<file path="src/rtl/rv32_m_responder_pkg.sv">
// Shared definitions for the external RV32M multiply/divide responder.
//   XLEN_DEF  : default operand/result width
//   funct3_e  : M-extension funct3 encodings, used by requester and responder
//   state_e   : responder FSM states
//   f3_is_div / f3_is_rem : opcode class helpers
package rv32_m_responder_pkg;

  localparam int unsigned XLEN_DEF = 32;

  typedef enum logic [2:0] {
    F3_MUL    = 3'b000,
    F3_MULH   = 3'b001,
    F3_MULHSU = 3'b010,
    F3_MULHU  = 3'b011,
    F3_DIV    = 3'b100,
    F3_DIVU   = 3'b101,
    F3_REM    = 3'b110,
    F3_REMU   = 3'b111
  } funct3_e;

  typedef enum logic [1:0] {
    ST_IDLE,
    ST_CALC,
    ST_DONE
  } state_e;

  // DIV/DIVU/REM/REMU all have funct3[2] set.
  function automatic logic f3_is_div(input funct3_e f3);
    return f3[2];
  endfunction

  function automatic logic f3_is_rem(input funct3_e f3);
    return (f3 == F3_REM) || (f3 == F3_REMU);
  endfunction

endpackage

</file>
<file path="src/rtl/rv32_m_responder_if.sv">
// External multiply/divide handshake between pipeline (master) and
// coprocessor (slave).
//   i_en           : one-cycle start pulse, operands valid with it
//   i_rs1 / i_rs2  : operand A / operand B
//   i_f3           : funct3 selecting the M operation
//   o_res          : registered result, held until the next ack
//   o_ack          : one-cycle completion strobe
interface rv32_m_responder_if
  import rv32_m_responder_pkg::*;
#(
  parameter int unsigned XLEN = XLEN_DEF
) ();

  logic            i_en;
  logic [XLEN-1:0] i_rs1;
  logic [XLEN-1:0] i_rs2;
  logic [2:0]      i_f3;
  logic [XLEN-1:0] o_res;
  logic            o_ack;

  modport master (
    output i_en, i_rs1, i_rs2, i_f3,
    input  o_res, o_ack
  );

  modport slave (
    input  i_en, i_rs1, i_rs2, i_f3,
    output o_res, o_ack
  );

endinterface

</file>
<file path="src/rtl/rv32_m_operand_prep.sv">
// Combinational operand conditioning for the M responder.
//   rs1, rs2, f3   : raw operands and funct3
//   mag_a, mag_b   : operand magnitudes (two's complement negated when the
//                    operand is treated as signed and is negative)
//   res_neg        : final result must be negated (product/quotient:
//                    sign(A)^sign(B); remainder: sign(A))
//   special        : divide-by-zero or signed overflow; result known now
//   special_res    : result for the special case
module rv32_m_operand_prep
  import rv32_m_responder_pkg::*;
#(
  parameter int unsigned XLEN = XLEN_DEF
) (
  input  logic [XLEN-1:0] rs1,
  input  logic [XLEN-1:0] rs2,
  input  logic [2:0]      f3,
  output logic [XLEN-1:0] mag_a,
  output logic [XLEN-1:0] mag_b,
  output logic            res_neg,
  output logic            special,
  output logic [XLEN-1:0] special_res
);

  localparam logic [XLEN-1:0] INT_MIN = {1'b1, {(XLEN-1){1'b0}}};

  funct3_e op;
  logic    a_signed;
  logic    b_signed;
  logic    neg_a;
  logic    neg_b;
  logic    div_zero;
  logic    overflow;

  always_comb begin
    op       = funct3_e'(f3);
    a_signed = (op == F3_MULH) || (op == F3_MULHSU) ||
               (op == F3_DIV)  || (op == F3_REM);
    b_signed = (op == F3_MULH) || (op == F3_DIV) || (op == F3_REM);
    neg_a    = a_signed && rs1[XLEN-1];
    neg_b    = b_signed && rs2[XLEN-1];

    mag_a    = neg_a ? -rs1 : rs1;
    mag_b    = neg_b ? -rs2 : rs2;
    res_neg  = f3_is_rem(op) ? neg_a : (neg_a ^ neg_b);

    div_zero = f3_is_div(op) && (rs2 == '0);
    overflow = ((op == F3_DIV) || (op == F3_REM)) &&
               (rs1 == INT_MIN) && (rs2 == '1);
    special  = div_zero || overflow;

    special_res = '0;
    if (div_zero) begin
      special_res = f3_is_rem(op) ? rs1 : '1;
    end else if (overflow) begin
      special_res = f3_is_rem(op) ? '0 : INT_MIN;
    end
  end

endmodule

</file>
<file path="src/rtl/rv32_m_responder.sv">
// RV32M external coprocessor, responder side of the EX-stage handshake.
// Iterative shift-add multiply / restoring divide, XLEN iterations per op;
// divide-by-zero and signed overflow complete in a single cycle.
//   i_clk : clock, rising edge
//   i_rst : asynchronous active-low reset
//   bus   : rv32_m_responder_if slave (i_en/i_rs1/i_rs2/i_f3 in,
//           o_res/o_ack out)
module rv32_m_responder
  import rv32_m_responder_pkg::*;
#(
  parameter int unsigned XLEN = XLEN_DEF
) (
  input  logic                i_clk,
  input  logic                i_rst,
  rv32_m_responder_if.slave   bus
);

  localparam int unsigned CNT_W = $clog2(XLEN);

  state_e              state_q, state_d;
  logic [CNT_W-1:0]    cnt_q, cnt_d;
  funct3_e             f3_q, f3_d;
  logic                neg_q, neg_d;
  logic                special_q, special_d;
  // a_q: multiplicand, or dividend shifting out / quotient shifting in,
  //      or the precomputed special-case result.
  logic [XLEN-1:0]     a_q, a_d;
  // b_q: multiplier (consumed LSB first) or divisor.
  logic [XLEN-1:0]     b_q, b_d;
  logic [2*XLEN-1:0]   acc_q, acc_d;
  logic [XLEN-1:0]     rem_q, rem_d;
  logic [XLEN-1:0]     res_q, res_d;
  logic                ack_q, ack_d;

  logic [XLEN-1:0]     prep_mag_a;
  logic [XLEN-1:0]     prep_mag_b;
  logic                prep_neg;
  logic                prep_special;
  logic [XLEN-1:0]     prep_special_res;

  rv32_m_operand_prep #(
    .XLEN (XLEN)
  ) u_prep (
    .rs1         (bus.i_rs1),
    .rs2         (bus.i_rs2),
    .f3          (bus.i_f3),
    .mag_a       (prep_mag_a),
    .mag_b       (prep_mag_b),
    .res_neg     (prep_neg),
    .special     (prep_special),
    .special_res (prep_special_res)
  );

  // Iteration arithmetic.
  logic [XLEN:0]       mul_sum;
  logic [XLEN:0]       div_trial;
  logic [XLEN:0]       div_diff;
  logic                div_qbit;
  logic [2*XLEN-1:0]   prod_signed;
  logic [XLEN-1:0]     quo_signed;
  logic [XLEN-1:0]     rem_signed;
  logic [XLEN-1:0]     final_res;

  always_comb begin
    // Multiply: add multiplicand into the upper half, then shift the whole
    // accumulator right; after XLEN steps it holds the full product.
    mul_sum   = {1'b0, acc_q[2*XLEN-1:XLEN]} + {1'b0, (b_q[0] ? a_q : '0)};
    // Divide: the XLEN-bit stored remainder plus the next dividend bit form
    // the XLEN+1-bit partial remainder; the restored remainder always fits
    // back in XLEN bits because it is below the divisor.
    div_trial = {rem_q, a_q[XLEN-1]};
    div_diff  = div_trial - {1'b0, b_q};
    div_qbit  = ~div_diff[XLEN];

    prod_signed = neg_q ? -acc_q : acc_q;
    quo_signed  = neg_q ? -a_q   : a_q;
    rem_signed  = neg_q ? -rem_q : rem_q;

    if (special_q) begin
      final_res = a_q;
    end else begin
      case (f3_q)
        F3_MUL:                         final_res = prod_signed[XLEN-1:0];
        F3_MULH, F3_MULHSU, F3_MULHU:   final_res = prod_signed[2*XLEN-1:XLEN];
        F3_DIV, F3_DIVU:                final_res = quo_signed;
        default:                        final_res = rem_signed;
      endcase
    end
  end

  // FSM: state register.
  always_ff @(posedge i_clk or negedge i_rst) begin
    if (!i_rst) begin
      state_q <= ST_IDLE;
    end else begin
      state_q <= state_d;
    end
  end

  // FSM: next state.
  always_comb begin
    state_d = state_q;
    case (state_q)
      ST_IDLE: begin
        if (bus.i_en) begin
          state_d = prep_special ? ST_DONE : ST_CALC;
        end
      end
      ST_CALC: begin
        if (cnt_q == CNT_W'(XLEN - 1)) begin
          state_d = ST_DONE;
        end
      end
      ST_DONE: state_d = ST_IDLE;
      default: state_d = ST_IDLE;
    endcase
  end

  // FSM: outputs and datapath updates.
  always_comb begin
    cnt_d     = cnt_q;
    f3_d      = f3_q;
    neg_d     = neg_q;
    special_d = special_q;
    a_d       = a_q;
    b_d       = b_q;
    acc_d     = acc_q;
    rem_d     = rem_q;
    res_d     = res_q;
    ack_d     = 1'b0;

    case (state_q)
      ST_IDLE: begin
        if (bus.i_en) begin
          cnt_d     = '0;
          f3_d      = funct3_e'(bus.i_f3);
          neg_d     = prep_neg;
          special_d = prep_special;
          a_d       = prep_special ? prep_special_res : prep_mag_a;
          b_d       = prep_mag_b;
          acc_d     = '0;
          rem_d     = '0;
        end
      end
      ST_CALC: begin
        cnt_d = cnt_q + CNT_W'(1);
        if (f3_is_div(f3_q)) begin
          rem_d = div_qbit ? div_diff[XLEN-1:0] : div_trial[XLEN-1:0];
          a_d   = {a_q[XLEN-2:0], div_qbit};
        end else begin
          acc_d = {mul_sum, acc_q[XLEN-1:1]};
          b_d   = b_q >> 1;
        end
      end
      ST_DONE: begin
        res_d = final_res;
        ack_d = 1'b1;
      end
      default: ;
    endcase
  end

  always_ff @(posedge i_clk or negedge i_rst) begin
    if (!i_rst) begin
      cnt_q     <= '0;
      f3_q      <= F3_MUL;
      neg_q     <= 1'b0;
      special_q <= 1'b0;
      a_q       <= '0;
      b_q       <= '0;
      acc_q     <= '0;
      rem_q     <= '0;
      res_q     <= '0;
      ack_q     <= 1'b0;
    end else begin
      cnt_q     <= cnt_d;
      f3_q      <= f3_d;
      neg_q     <= neg_d;
      special_q <= special_d;
      a_q       <= a_d;
      b_q       <= b_d;
      acc_q     <= acc_d;
      rem_q     <= rem_d;
      res_q     <= res_d;
      ack_q     <= ack_d;
    end
  end

  assign bus.o_res = res_q;
  assign bus.o_ack = ack_q;

endmodule

</file>
<file path="src/flat_wrapper.sv">
// flat-port wrapper written by rule: the top's interface ports become plain ports
module rv32_m_responder_flat import rv32_m_responder_pkg::*;
#(
  parameter int unsigned XLEN = XLEN_DEF
)
  (i_clk, i_rst, bus_i_en, bus_i_rs1, bus_i_rs2, bus_i_f3, bus_o_res, bus_o_ack);
  rv32_m_responder_if #(.XLEN(XLEN)) bus_i ();
  input  logic i_clk;
  input  logic i_rst;
  input wire logic [$bits(bus_i.i_en)-1:0] bus_i_en;
  input wire logic [$bits(bus_i.i_rs1)-1:0] bus_i_rs1;
  input wire logic [$bits(bus_i.i_rs2)-1:0] bus_i_rs2;
  input wire logic [$bits(bus_i.i_f3)-1:0] bus_i_f3;
  output wire logic [$bits(bus_i.o_res)-1:0] bus_o_res;
  output wire logic [$bits(bus_i.o_ack)-1:0] bus_o_ack;
  assign bus_i.i_en = bus_i_en;
  assign bus_i.i_rs1 = bus_i_rs1;
  assign bus_i.i_rs2 = bus_i_rs2;
  assign bus_i.i_f3 = bus_i_f3;
  assign bus_o_res = bus_i.o_res;
  assign bus_o_ack = bus_i.o_ack;
  rv32_m_responder #(.XLEN(XLEN)) u_core (.i_clk(i_clk), .i_rst(i_rst), .bus(bus_i));
endmodule
</file>
<file path="config.mk">
export PLATFORM = sky130hd
export DESIGN_NAME = rv32_m_responder_flat
export DESIGN_NICKNAME = d
export VERILOG_FILES = /design/src/rtl/rv32_m_responder_pkg.sv /design/src/rtl/rv32_m_responder_if.sv /design/src/rtl/rv32_m_operand_prep.sv /design/src/rtl/rv32_m_responder.sv /design/src/flat_wrapper.sv
export SDC_FILE = /design/constraint.sdc
export NUM_CORES = 1
export LEC_CHECK = 0
export CAP_MARGIN = 20
export CORE_ASPECT_RATIO = 0.6
export CORE_UTILIZATION = 51
export CTS_CLUSTER_SIZE = 20
export DETAILED_ROUTE_END_ITERATION = 6
export GPL_TIMING_DRIVEN = 0
export PLACE_DENSITY = 0.79
export SYNTH_ARGS = -nofsm -noshare
export SYNTH_HDL_FRONTEND = slang
export SYNTH_SLANG_ARGS = --single-unit
</file>
<file path="constraint.sdc">
create_clock -name i_clk -period 8.5 [get_ports i_clk]
set_clock_uncertainty 0.05 [all_clocks]
set_input_delay 1.275 -clock i_clk [delete_from_list [all_inputs] [get_ports i_clk]]
set_output_delay 1.275 -clock i_clk [all_outputs]
set_load 0.005 [all_outputs]
</file>
Word-level counts from Yosys, hierarchy flattened
Cells that the tools add are included.
Widths: inputs -> output; s select.
{"block": "totals", "regBits": 205, "latchBits": 0, "ramBits": 0, "romBits": 0, "output_inout_bits": 33, "memories": 0}
{"block": "op_classes", "add_sub_neg": 8, "mul": 0, "n_div": 0, "order_cmp": 0, "eq_ne": 19, "shift": 0, "mux": 34, "n_bitwise": 2, "n_reduce_logical": 24}
{"operator": "$mux 32", "n": 18}
{"operator": "$mux 64", "n": 3}
{"operator": "$pmux 32 s2", "n": 3}
{"operator": "$neg 32->32", "n": 4}
{"operator": "$pmux 64 s2", "n": 1}
{"operator": "$pmux 32 s3", "n": 1}
{"operator": "$eq 32x32->1 const B", "n": 2}
{"operator": "$neg 64->64", "n": 1}
{"operator": "$add 32x32->33", "n": 1}
{"operator": "$sub 33x32->33", "n": 1}
{"operator": "$logic_not 32->1", "n": 1}
{"operator": "$eq 3x3->1 const B", "n": 5}
{"operator": "$pmux 5 s2", "n": 1}
{"operator": "$eq 3x2->1 const B", "n": 3}
{"operator": "$logic_or 1x1->1", "n": 8}
{"operator": "$eq 3x1->1 const B", "n": 2}
{"operator": "$mux 2", "n": 3}
{"operator": "$reduce_and 2->1", "n": 3}
{"operator": "$reduce_and 3->1", "n": 2}
{"operator": "$add 5x1->5 const B", "n": 1}
{"operator": "$eq 5x5->1 const B", "n": 1}
{"operator": "$logic_and 1x1->1", "n": 5}
{"operator": "$mux 5", "n": 1}
{"operator": "$ne 2x1->1 const B", "n": 2}
{"operator": "12 further kinds", "n": 14}

Depth between registers and ports, before layout
{"block": "logic_depth", "word_depth": 9, "depth_mapped": 14, "ltp_nobuf": 13}

Hierarchy
From an unflattened synthesis, not the netlist that was laid out.
{"block": "unflattened", "cells_unflattened": 2211, "area_unflattened_um2": 17719.5}
{"mod": "rv32_m_responder", "n_inst": 1, "cells_each": 1944, "area_each_um2": 15924.0, "seq_area_each_um2": 5129.9}
{"mod": "rv32_m_operand_prep", "n_inst": 1, "cells_each": 267, "area_each_um2": 1795.5, "seq_area_each_um2": 0.0}

Worst setup path after synthesis
Ideal clock, no wire load.
{"block": "synth_path", "path_kind": "input port to flip-flop", "startpoint": "input port bus_i_rs2[0]", "endpoint": "register u_core.a_q[10]", "t_arrival_ns": 4.019, "path_slack_ns": 4.297, "path_stages": 13, "path_cell_list": "inv_1 > ha_1 > or3b_1 > or4_1 > or4_1 > clkbuf_1 > nor2_2 > or2_1 > buf_4 > buf_4 > nor3b_1 > a2111oi_0 > nor2_1"}
{"block": "synth_via", "elab_chain_cells": 7}
{"item": "from (decl)", "line": "flat_wrapper.sv:12", "rtl": "input wire logic [$bits(bus_i.i_rs2)-1:0] bus_i_rs2;"}
{"item": "$eq 32x32->1", "line": "rv32_m_operand_prep.sv:48", "rtl": "(rs1 == INT_MIN) && (rs2 == '1);"}
{"item": "$logic_and 1x1->1", "line": "rv32_m_operand_prep.sv:48"}
{"item": "$mux 32", "line": "rv32_m_operand_prep.sv:54", "rtl": "end else if (overflow) begin"}
{"item": "$mux 32", "line": "rv32_m_operand_prep.sv:52", "rtl": "if (div_zero) begin"}
{"item": "$mux 32 (*)", "line": "rv32_m_responder.sv:139", "rtl": "a_d = prep_special ? prep_special_res : prep_mag_a;"}
{"item": "$mux 32 (*)", "line": "rv32_m_responder.sv:134", "rtl": "if (bus.i_en) begin"}
{"item": "$pmux 32 s2 (*)", "line": "rv32_m_responder.sv:132", "rtl": "case (state_q)"}
{"item": "to (signal assigned)", "line": "rv32_m_responder.sv:169", "rtl": "a_q <= '0;"}
{"item": "to (signal assigned)", "line": "rv32_m_responder.sv:180", "rtl": "a_q <= a_d;"}
{"item": "to (decl)", "line": "rv32_m_responder.sv:27", "rtl": "logic [XLEN-1:0] a_q, a_d;"}
Mark *: on every way between the ends. The rest lies on a longest branch, timed or not. The select of a mux whose other input is x is not followed.
A chain may end at the register's enable or synchronous reset.

Worst setup path after layout
Ends and elaborated chain as after synthesis.

==> run summary <==
Period minus WS final = 5.27 ns
# Max-Cap Violations = 0
DR iter-0 viols = 2,861
sw frac = 54.8%
Final setup viols = 0
CTS resizes = 0
worst setup path startpoint = bus_i_rs2[0]
initial antenna violation count = 1
total chip power = 8.83 mW
Post-Syn Area = 17,400 um2
worst hold slack = 0.447 ns
Comb power frac = 65.5%
syn nets = 2,349
Int Pwr = 3.99 mW
Synth Flop Type = dfrtp_1
Critical Path AT = 5.61 ns
commonest non-fill, non-tap cell in the layout = nand2_1
Crit Path Max Fanout = 10
Rel. slew slack = 21.9%
Total Nets Final = 2,476
post-synth top area share = 29.5%
cell depth of the worst flop-to-flop path = 14
area leader, netlist = dfrtp_1
Mean Syn Cell Area = 7.89 um2
first-pass GRT wire length = 109 mm
Reg-to-Reg End = u_core.acc_q[61]$_DFFE_PN0P_
setup ws final = 3.23 ns
Total GRT Usage = 42.2%
fmax = 190 MHz
R2R setup slack = 3.66 ns
Antenna Nets Post-Route = 0
Post-synth EDFFs = 0
final hold violation count = 0
gr ovfl total = 0
Clock transition at path regs = 0.07 ns
Crit Path Class = in2reg
largest net degree at the start of global routing = 122
sequential group share of total power = 22.9%
Vias/cell = 6.74
CTS tree = done
Worst setup EP type = register
FILL cells = 3,029
Distinct cells, synth = 87
DR WL/cell = 26.7 um
setup bufs post-CTS = 0
status = finished clean
WP data required = 8.85 ns
Syn Inst Count = 2,204
switching pwr = 4.84 mW
Initial Util = 52.7%
Post-synth ARST share = 100%
PwrDens = 447 nW/um2
Clock power frac = 11.6%
via count = 18,836
worst slew pin tran = 1.14 ns
crit-path cells = clkdlybuf4s50_1 > inv_1 > ha_1 > or3b_1 > or4_1 > or4_1 > clkbuf_1 > nor2_2 > or2_1 > buf_4 > buf_4 > nor3b_1 > a2111oi_0 > nor2_1
fin. max-slew vios = 0
core area = 33,000 um2
area delta synth->final = 13.5%
# placed instances = 2,756
Clock Tree Root = clkbuf_16
fraction of layout instances using a drive strength above 1 = 3.92%
CTS Buf Count = 22
hpwl dp = 58.6 mm
TritonCTS Sinks = 205
slowest CP cell = a2111oi_0
Critical Path Sink = u_core.a_q[10]$_DFFE_PN0P_
hold crit path type = reg2reg
number of cell rows = 51
DIE AREA = 34,900 um2
y dimension of the die = 145 um
reg-to-reg startpoint = u_core.b_q[0]$_DFFE_PN0P_
gpl congestion = 1.01
H-tree lvl count = 1
CP peak stage delay = 0.82 ns
drt total wl = 74.6 mm
Synth Register Bits = 205
synth warn = 0
Worst Setup Start Kind = primary input
Area contributors post-synth = dfrtp_1 29%, o21ai_0 7.1%, nand2_1 5.6%
hold buffers post-CTS = 0
DR pass1 iterations = 6
Lkg Pwr = 8.04 nW
Chip Width = 240 um
VDD IR max = 260 uV
Buffers on Ports = 101
num ports = 103
commonest non-fill, non-tap cells in the layout = 259 x nand2_1, 247 x o21ai_0, 205 x dfrtp_1
CTS max path bufs = 3
fin cells = 2,796
post-synthesis sequential area ratio = 29.5%
final worst-path cycle share = 62.0%
RSZ-0062 raised after global routing = no
setup_tns = 0 ns
Placement Setup Slack = 2.96 ns
Skew-Pair Late Insertion Delay = 0.55 ns
DRC viols = 0
vias in the first global route = 17,155
==> Yosys cell counts, types with 5 or more instances <==
cell type	n
a31oi_1	25
o22ai_1	27
o21bai_1	9
o211a_1	6
inv_1	69
a21oi_1	189
a2111oi_0	5
a22o_1	34
nor3_1	46
a211oi_1	24
a22oi_1	11
nor2_1	148
o221ai_1	11
nand3_1	32
xor2_1	91
mux2i_1	35
or4_4	5
o311ai_0	5
or2_2	11
o31ai_1	56
and2_1	36
o41ai_1	23
xnor2_1	102
a221oi_1	15
ha_1	73
nand4_1	21
o21a_1	10
nand3b_1	5
or4_1	23
o21ai_0	247
nand2_1	259
o211ai_1	11
or3_1	39
nand2b_1	25
nor2b_1	13
dfrtp_1	205
nor3b_1	8
clkbuf_8	7
clkbuf_1	103
buf_1	14
and3_1	6
nor4_1	24
a21o_1	21
==> cell type report <==
cell class                 count  area (um2)  area share, %
antenna                        1        2.50         0.0127
buffer                       135         631           3.19
clock buffer                  24         558           2.83
clock inverter                14         173          0.874
inverter                      69         259           1.31
multi-input combinational   1795       11400           57.6
sequential                   205        5130           26.0
tap                          450         563           2.85
timing repair buffer         103        1050           5.34
==> critical path, delay by kind of cell <==
kind / cells / cell delay [ns]
buf+inv: 5 / 1.13
compound gates: 1 / 0.82
simple gates: 7 / 2.19
fa+ha+maj: 1 / 0.18
==> sequential cells by signal, summed over array words and instances, names as in the netlist <==
register          cells
u_core.acc_q         64
u_core.a_q           32
u_core.b_q           32
u_core.bus.o_res     32
u_core.rem_q         32
u_core.cnt_q          5
u_core.f3_q           3
u_core.state_q        2
u_core.bus.o_ack      1
u_core.neg_q          1
u_core.special_q      1
==> cells by family after synthesis <==
family | share of synthesized area (%)
adders and majority gates | 5.48
xor gates and xnor gates | 9.72
and+or+nand+nor | 20.3
DFF | 29.5
muxes | 2.36
AOI/OAI and AO/OA | 27.5
buffers and inverters | 5.11
==> metal layers <==
metal / vias up / global-route usage [%] / part of all wire, %
met5: - / 0 / 0
met4: 0 / 9.78 / 2.5
met3: 123 / 17.7 / 17
met2: 1361 / 52.7 / 37
met1: 9031 / 64.7 / 44
li1: 8321 / - / -
==> how the worst min path moves through the flow <==
stage	endpoint	cells after the start	start	slack (ns)
finish	u_core.bus.o_res[11]$_DFFE_PN0P_	2	u_core.bus.o_res[11]$_DFFE_PN0P_	0.45
global route	u_core.cnt_q[3]$_DFFE_PN0P_	1	u_core.cnt_q[3]$_DFFE_PN0P_	0.46
CTS	u_core.state_q[1]$_DFFE_PN0P_	1	u_core.state_q[1]$_DFFE_PN0P_	0.45
detailed placement	u_core.state_q[1]$_DFFE_PN0P_	1	u_core.state_q[1]$_DFFE_PN0P_	0.44
global placement	u_core.cnt_q[3]$_DFFE_PN0P_	1	u_core.cnt_q[3]$_DFFE_PN0P_	0.42
floorplan	u_core.cnt_q[3]$_DFFE_PN0P_	1	u_core.cnt_q[3]$_DFFE_PN0P_	0.40
==> power by group through the flow <==
stage	clock network, mW	registers, mW	logic [mW]
final	1.02	2.02	5.78
after CTS	1.01	1.97	5.56
after detailed placement	0	1.98	5.52
after floorplan	0	1.70	3.89
after global placement	0	1.96	5.41
after global routing	1.05	2.04	6.18
==> through the flow <==
step / cell area, um2 / util, %
global placement: 19000 / 57.5
CTS: 19700 / 59.8
detailed placement: 19000 / 57.6
floorplan: 17400 / -
global route: 19700 / 59.9
finish: 19700 / 59.9
Power figures use the tool's default switching activity.
